<file path="src/rtl/pwm_bank_shadowed_if.sv">
// Register-file side bundle of the shadowed PWM bank: enables, prescale,
// duty write port, force strobe, and the pin-side outputs.
interface pwm_bank_shadowed_if #(
  parameter int NUM_CH         = 16,
  parameter int CNT_WIDTH      = 8,
  parameter int PRESCALE_WIDTH = 8,
  parameter int ADDR_W         = (NUM_CH > 1) ? $clog2(NUM_CH) : 1
);
  logic [NUM_CH-1:0]         en_out;
  logic [NUM_CH-1:0]         en_pwm;
  logic [PRESCALE_WIDTH-1:0] prescale;
  logic                      duty_we;
  logic [ADDR_W-1:0]         duty_addr;
  logic [CNT_WIDTH-1:0]      duty_wdata;
  logic                      force_update;
  logic [NUM_CH-1:0]         pwm_out;
  logic                      period_start;

  modport master (
    output en_out, en_pwm, prescale, duty_we, duty_addr, duty_wdata, force_update,
    input  pwm_out, period_start
  );

  modport slave (
    input  en_out, en_pwm, prescale, duty_we, duty_addr, duty_wdata, force_update,
    output pwm_out, period_start
  );
endinterface

</file>
<file path="src/rtl/pwm_bank_shadowed.sv">
// NUM_CH-channel PWM bank with double-buffered duty registers that reload only
// at period boundaries (or on force_update), plus a programmable tick prescaler.
module pwm_bank_shadowed #(
  parameter int NUM_CH         = 16,
  parameter int CNT_WIDTH      = 8,
  parameter int PRESCALE_WIDTH = 8,
  parameter int ADDR_W         = (NUM_CH > 1) ? $clog2(NUM_CH) : 1
) (
  input logic                clk,
  input logic                rst_n,
  pwm_bank_shadowed_if.slave bus
);

  localparam logic [CNT_WIDTH-1:0] CNT_LAST = {{(CNT_WIDTH-1){1'b1}}, 1'b0};

  logic [PRESCALE_WIDTH-1:0]           pcnt_r;
  logic [CNT_WIDTH-1:0]                cnt_r;
  logic [NUM_CH-1:0][CNT_WIDTH-1:0]    pending_r;
  logic [NUM_CH-1:0][CNT_WIDTH-1:0]    active_r;
  logic [NUM_CH-1:0]                   pwm_out_r;
  logic                                start_pend_r;
  logic                                period_start_r;

  logic                                tick_s;
  logic                                boundary_s;
  logic                                addr_ok_s;
  logic [NUM_CH-1:0]                   wr_sel_s;
  logic [NUM_CH-1:0][CNT_WIDTH-1:0]    load_val_s;
  logic [NUM_CH-1:0]                   next_out_s;

  // >= compare so a prescale lowered below pcnt ticks immediately
  assign tick_s     = (pcnt_r >= bus.prescale);
  assign boundary_s = tick_s && (cnt_r == CNT_LAST);
  assign addr_ok_s  = (32'(bus.duty_addr) < 32'(NUM_CH));

  // Write decode, forwarded force-load values and next pin levels
  always_comb begin
    wr_sel_s   = '0;
    load_val_s = pending_r;
    next_out_s = '0;
    for (int i = 0; i < NUM_CH; i++) begin
      if (bus.duty_we && addr_ok_s && (bus.duty_addr == ADDR_W'(i))) begin
        wr_sel_s[i]   = 1'b1;
        load_val_s[i] = bus.duty_wdata;
      end else begin
        wr_sel_s[i]   = 1'b0;
        load_val_s[i] = pending_r[i];
      end
      if (!bus.en_out[i]) begin
        next_out_s[i] = 1'b0;
      end else if (!bus.en_pwm[i]) begin
        next_out_s[i] = 1'b1;
      end else begin
        next_out_s[i] = (cnt_r < active_r[i]);
      end
    end
  end

  // Prescaler, period counter and period-start pipeline stage
  always_ff @(posedge clk or negedge rst_n) begin
    if (!rst_n) begin
      pcnt_r       <= '0;
      cnt_r        <= '0;
      start_pend_r <= 1'b0;
    end else if (bus.force_update) begin
      pcnt_r       <= '0;
      cnt_r        <= '0;
      start_pend_r <= 1'b1;
    end else begin
      start_pend_r <= boundary_s;
      if (tick_s) begin
        pcnt_r <= '0;
        cnt_r  <= boundary_s ? '0 : cnt_r + CNT_WIDTH'(1);
      end else begin
        pcnt_r <= pcnt_r + PRESCALE_WIDTH'(1);
      end
    end
  end

  // Pending duty registers; out-of-range addresses never match a channel
  always_ff @(posedge clk or negedge rst_n) begin
    if (!rst_n) begin
      pending_r <= '0;
    end else begin
      for (int i = 0; i < NUM_CH; i++) begin
        if (wr_sel_s[i]) begin
          pending_r[i] <= bus.duty_wdata;
        end
      end
    end
  end

  // Active duty registers: natural boundary loads pre-write pending values
  always_ff @(posedge clk or negedge rst_n) begin
    if (!rst_n) begin
      active_r <= '0;
    end else if (bus.force_update) begin
      active_r <= load_val_s;
    end else if (boundary_s) begin
      active_r <= pending_r;
    end
  end

  // Registered pin outputs, aligned with the period_start pulse
  always_ff @(posedge clk or negedge rst_n) begin
    if (!rst_n) begin
      pwm_out_r      <= '0;
      period_start_r <= 1'b0;
    end else begin
      pwm_out_r      <= next_out_s;
      period_start_r <= start_pend_r;
    end
  end

  assign bus.pwm_out      = pwm_out_r;
  assign bus.period_start = period_start_r;

endmodule

</file>
<file path="src/flat_wrapper.sv">
// flat-port wrapper written by rule: the top's interface ports become plain ports
module pwm_bank_shadowed_flat 
#(
  parameter int NUM_CH         = 16,
  parameter int CNT_WIDTH      = 8,
  parameter int PRESCALE_WIDTH = 8,
  parameter int ADDR_W         = (NUM_CH > 1) ? $clog2(NUM_CH) : 1
)
  (clk, rst_n, bus_en_out, bus_en_pwm, bus_prescale, bus_duty_we, bus_duty_addr, bus_duty_wdata, bus_force_update, bus_pwm_out, bus_period_start);
  pwm_bank_shadowed_if #(.NUM_CH(NUM_CH), .CNT_WIDTH(CNT_WIDTH), .PRESCALE_WIDTH(PRESCALE_WIDTH), .ADDR_W(ADDR_W)) bus_i ();
  input logic clk;
  input logic rst_n;
  input wire logic [$bits(bus_i.en_out)-1:0] bus_en_out;
  input wire logic [$bits(bus_i.en_pwm)-1:0] bus_en_pwm;
  input wire logic [$bits(bus_i.prescale)-1:0] bus_prescale;
  input wire logic [$bits(bus_i.duty_we)-1:0] bus_duty_we;
  input wire logic [$bits(bus_i.duty_addr)-1:0] bus_duty_addr;
  input wire logic [$bits(bus_i.duty_wdata)-1:0] bus_duty_wdata;
  input wire logic [$bits(bus_i.force_update)-1:0] bus_force_update;
  output wire logic [$bits(bus_i.pwm_out)-1:0] bus_pwm_out;
  output wire logic [$bits(bus_i.period_start)-1:0] bus_period_start;
  assign bus_i.en_out = bus_en_out;
  assign bus_i.en_pwm = bus_en_pwm;
  assign bus_i.prescale = bus_prescale;
  assign bus_i.duty_we = bus_duty_we;
  assign bus_i.duty_addr = bus_duty_addr;
  assign bus_i.duty_wdata = bus_duty_wdata;
  assign bus_i.force_update = bus_force_update;
  assign bus_pwm_out = bus_i.pwm_out;
  assign bus_period_start = bus_i.period_start;
  pwm_bank_shadowed #(.NUM_CH(NUM_CH), .CNT_WIDTH(CNT_WIDTH), .PRESCALE_WIDTH(PRESCALE_WIDTH), .ADDR_W(ADDR_W)) u_core (.clk(clk), .rst_n(rst_n), .bus(bus_i));
endmodule
</file>
<file path="config.mk">
export PLATFORM = sky130hd
export DESIGN_NAME = pwm_bank_shadowed_flat
export DESIGN_NICKNAME = d
export VERILOG_FILES = /design/src/rtl/pwm_bank_shadowed_if.sv /design/src/rtl/pwm_bank_shadowed.sv /design/src/flat_wrapper.sv
export SDC_FILE = /design/constraint.sdc
export NUM_CORES = 1
export LEC_CHECK = 0
export BUFFER_PORTS_ARGS = -buffer_cell sky130_fd_sc_hd__buf_2
export CAP_MARGIN = 20
export CORE_MARGIN = 4
export CORE_UTILIZATION = 45
export DETAILED_ROUTE_END_ITERATION = 6
export PLACE_DENSITY = 0.72
export SYNTH_ARGS = -nofsm -noshare
export SYNTH_HDL_FRONTEND = slang
export SYNTH_SLANG_ARGS = --single-unit
</file>
<file path="constraint.sdc">
create_clock -name clk -period 4 [get_ports clk]
set_input_delay 0.4 -clock clk [delete_from_list [all_inputs] [get_ports clk]]
set_output_delay 0.4 -clock clk [all_outputs]
set_load 0.1 [all_outputs]
</file>
==> impl_metrics.csv <==
group,metric,value,unit
worst_setup_path,critPathKind,"reg2reg",
min_path,hp-start,"bus_en_pwm[13]",
worst_setup_path,cp.depth,6,
detailed_routing,wl_per_cell,17.7,um
cts,clk_latency,510,ps
sta,tns,0,ps
floorplanning,dieHeight,192,um
detailed_routing,drt_first_pass_iters,7,
logic_synthesis,syn_inst,1398,
layout,drive_gt1_frac,0.200,
worst_setup_path,rrSetupSlack,1490,ps
run_status,outcome,"complete, no violations",
global_routing,grt_max_degree,107,
detailed_routing,post_drt_via_cell_ratio,5.33,
power,cellLeakagePower,8.90,nW
logic_synthesis,syn_nets,1577,
worst_setup_path,cp_top_family,"compound AO/OA/AOI/OAI gates",
global_routing,grt_usage,0.189,
min_path,hold_path.class,"in2reg",
layout,area.growth.synth_to_final,12.5,%
worst_setup_path,reg2regPathDepth,6,
placement,place.gp.congestion,0.790,
sta,hold_viol,0,
worst_setup_path,end_kind,"register",
cts,clockRootBuffer,"clkbuf_16",
placement,dp_cells,1856,
layout,nFillCells,2892,
global_routing,grt-ovfl-total,0,
detailed_routing,wirelength,34.0,mm
logic_synthesis,ys_async_sr_fraction,1.00,
sta,max_freq,0.398,GHz
sta,fin_worst_skew,20.2,ps
worst_setup_path,path_buf_inv,1,
layout,final_cell_mix,"290 x dfrtp_1, 156 x nand2_1, 128 x mux2_2, 128 x mux2i_1, 125 x inv_1",
power,powerDensity,554,nW/um^2
min_path,hold_depth,2,
worst_setup_path,crit_top_cell,"o21ai_0",
worst_setup_path,r2r-start,"u_core.pcnt_r[3]",
cts,cts_tree,"built",
placement,dpl.hpwl,21.2,mm
worst_setup_path,r2r-end,"u_core.active_r[47]",
layout,final_cell_count_no_fill,1916,
logic_synthesis,ys_types,41,
worst_setup_path,slowest_delay,590,ps
cts,cts_buffers,34,
min_path,min_to,"u_core.bus.pwm_out[13]",
detailed_routing,vias,10200,
logic_synthesis,synth_edf_count,0,
detailed_routing,initialDrtViolationCount,498,
sta,drv_slew,0,
floorplanning,die_w,192,um
logic_synthesis,syn_area,15200,sq um
worst_setup_path,critical_path_arrival,2860,ps
detailed_routing,drc,0,
logic_synthesis,ys_ff_latch,290,
layout,final_common_cell,"dfrtp_1",
global_routing,grt_pass1_vias,10400,
placement,post_dp_cell_area,15900,sq um
worst_setup_path,crit_fanout,70,
flow_run,drv_cap,0,
placement,portBuffers,72,
floorplanning,start_util,0.462,
global_routing,antenna_found_initial,4,
sta,period_minus_slack,2510,ps
global_routing,grt_pass1_wl,55.1,mm
worst_setup_path,worst_setup_path_start_kind,"register",
floorplanning,coreArea,32900,sq um
floorplanning,io-pin-count,73,
floorplanning,row_count,66,
logic_synthesis,avgSynthCellArea,10.9,sq um
sta,hold_ws,67.7,ps
logic_synthesis,dominantRegCellSynth,"dfrtp_1",
sta,finalCritPeriodShare,0.629,
cts,cts.sinks,290,
layout,nNetsFinal,1630,
cts,h-tree-depth,2,
cts,cts.path.max_buffers,3,
power,ir_drop,0.000424,V
sta,max-slew-margin-rel,0.389,
sta,grt_setup_unrepaired,"false",
sta,final-setup-viol-count,0,
worst_setup_path,cp.required,4340,ps
worst_setup_path,worstPathCellList,"ha_1, a211oi_1, o21ai_0, o211ai_4, buf_4, o21ai_0",
floorplanning,dieArea,36700,sq um
sta,worstMarginPinSlew,912,ps
logic_synthesis,ys_warn_count,0,
cts,path_clk_slew,60,ps
worst_setup_path,cp_slowest_cell,"buf_4",
logic_synthesis,ys_seq_area_frac,0.478,
cts,cts.repair.resized,0,
layout,final_cell_area,17100,sq um
detailed_routing,antenna_left,0,
-- registers in the layout (all words and copies together), names as in the netlist --
name	flops
u_core.active_r	128
u_core.bus.period_start	1
u_core.bus.pwm_out	16
u_core.cnt_r	8
u_core.pcnt_r	8
u_core.pending_r	128
u_core.start_pend_r	1
-- layout make-up --
type                            instances  area [sq um]  area share
Multi-Input combinational cell        911          7110       0.417
Antenna cell                            1          2.50    0.000147
Timing Repair Buffer                   89           526      0.0308
Inverter                              125           469      0.0275
Clock buffer                           44           950      0.0556
Clock inverter                         14           204      0.0119
Sequential cell                       290          7260       0.425
Tap cell                              442           553      0.0324
-- Yosys cell counts, types with 20 or more instances --
cell	count	area, sq um
clkbuf_1	40	150
ha_1	123	1540
buf_2	25	125
mux2i_1	128	1280
mux2_2	128	1440
nor2_1	26	97.6
o21ai_0	120	601
nand2b_1	20	125
inv_1	125	469
dfrtp_1	290	7260
o21ai_1	26	130
nand2_1	156	586
a21oi_1	27	135
-- routing by layer --
| metal | global-route usage | vias up | share of wire |
|---|---|---|---|
| li1 | - | 4935 | - |
| met1 | 0.256 | 5002 | 0.45 |
| met2 | 0.318 | 196 | 0.48 |
| met3 | 0.0302 | 64 | 0.045 |
| met4 | 0.0503 | 6 | 0.025 |
| met5 | 0 | - | 0.00085 |
-- stage by stage --
stage	util	total power, mW	setup slack, ps
2_1_floorplan	-	5.67	1930
4_1_cts	0.519	9.56	1460
3_5_place_dp	0.484	6.30	1420
5_1_grt	0.519	10.1	1250
3_3_place_gp	0.484	6.15	1500
6_report	0.519	9.45	1490
-- cell families after synthesis --
kind of cell,share of synthesized area
flops,0.478
simple gates,0.0824
compound gates,0.101
mux,0.179
buf+inv,0.0540
fa+ha+maj,0.101
xor+xnor,0.00346
-- report_power, final --
part	internal (mW)	leakage (nW)	switching [mW]	total (mW)
clock network	2.00	0.565	1.21	3.20
registers	3.65	3.65	0.382	4.03
logic	0.953	4.68	1.27	2.22
total	6.60	8.90	2.86	9.45
-- worst register-to-register path: stages, from the launching register on --
cell	delay (ps)
dfrtp_1	420
ha_1	310
a211oi_1	210
o21ai_0	260
o211ai_4	350
buf_4	590
o21ai_0	230
-- timing repair --
item                                   in CTS  in global routing
endpoints found under the hold margin       1                  0
hold buffers                                1                  0
buffers inserted                            0                  0
-- worst max path at each step --
| stage | from | endpoint |
|---|---|---|
| 2_1_floorplan | bus_prescale[3] | u_core.active_r[126] |
| 5_1_grt | u_core.pcnt_r[3] | u_core.active_r[41] |
| 6_report | u_core.pcnt_r[3] | u_core.active_r[47] |
| 3_5_place_dp | bus_prescale[3] | u_core.active_r[118] |
| 3_3_place_gp | bus_prescale[3] | u_core.active_r[5] |
| 4_1_cts | u_core.cnt_r[1] | u_core.bus.pwm_out[7] |
Note: power is estimated with default switching activity, not from simulation.
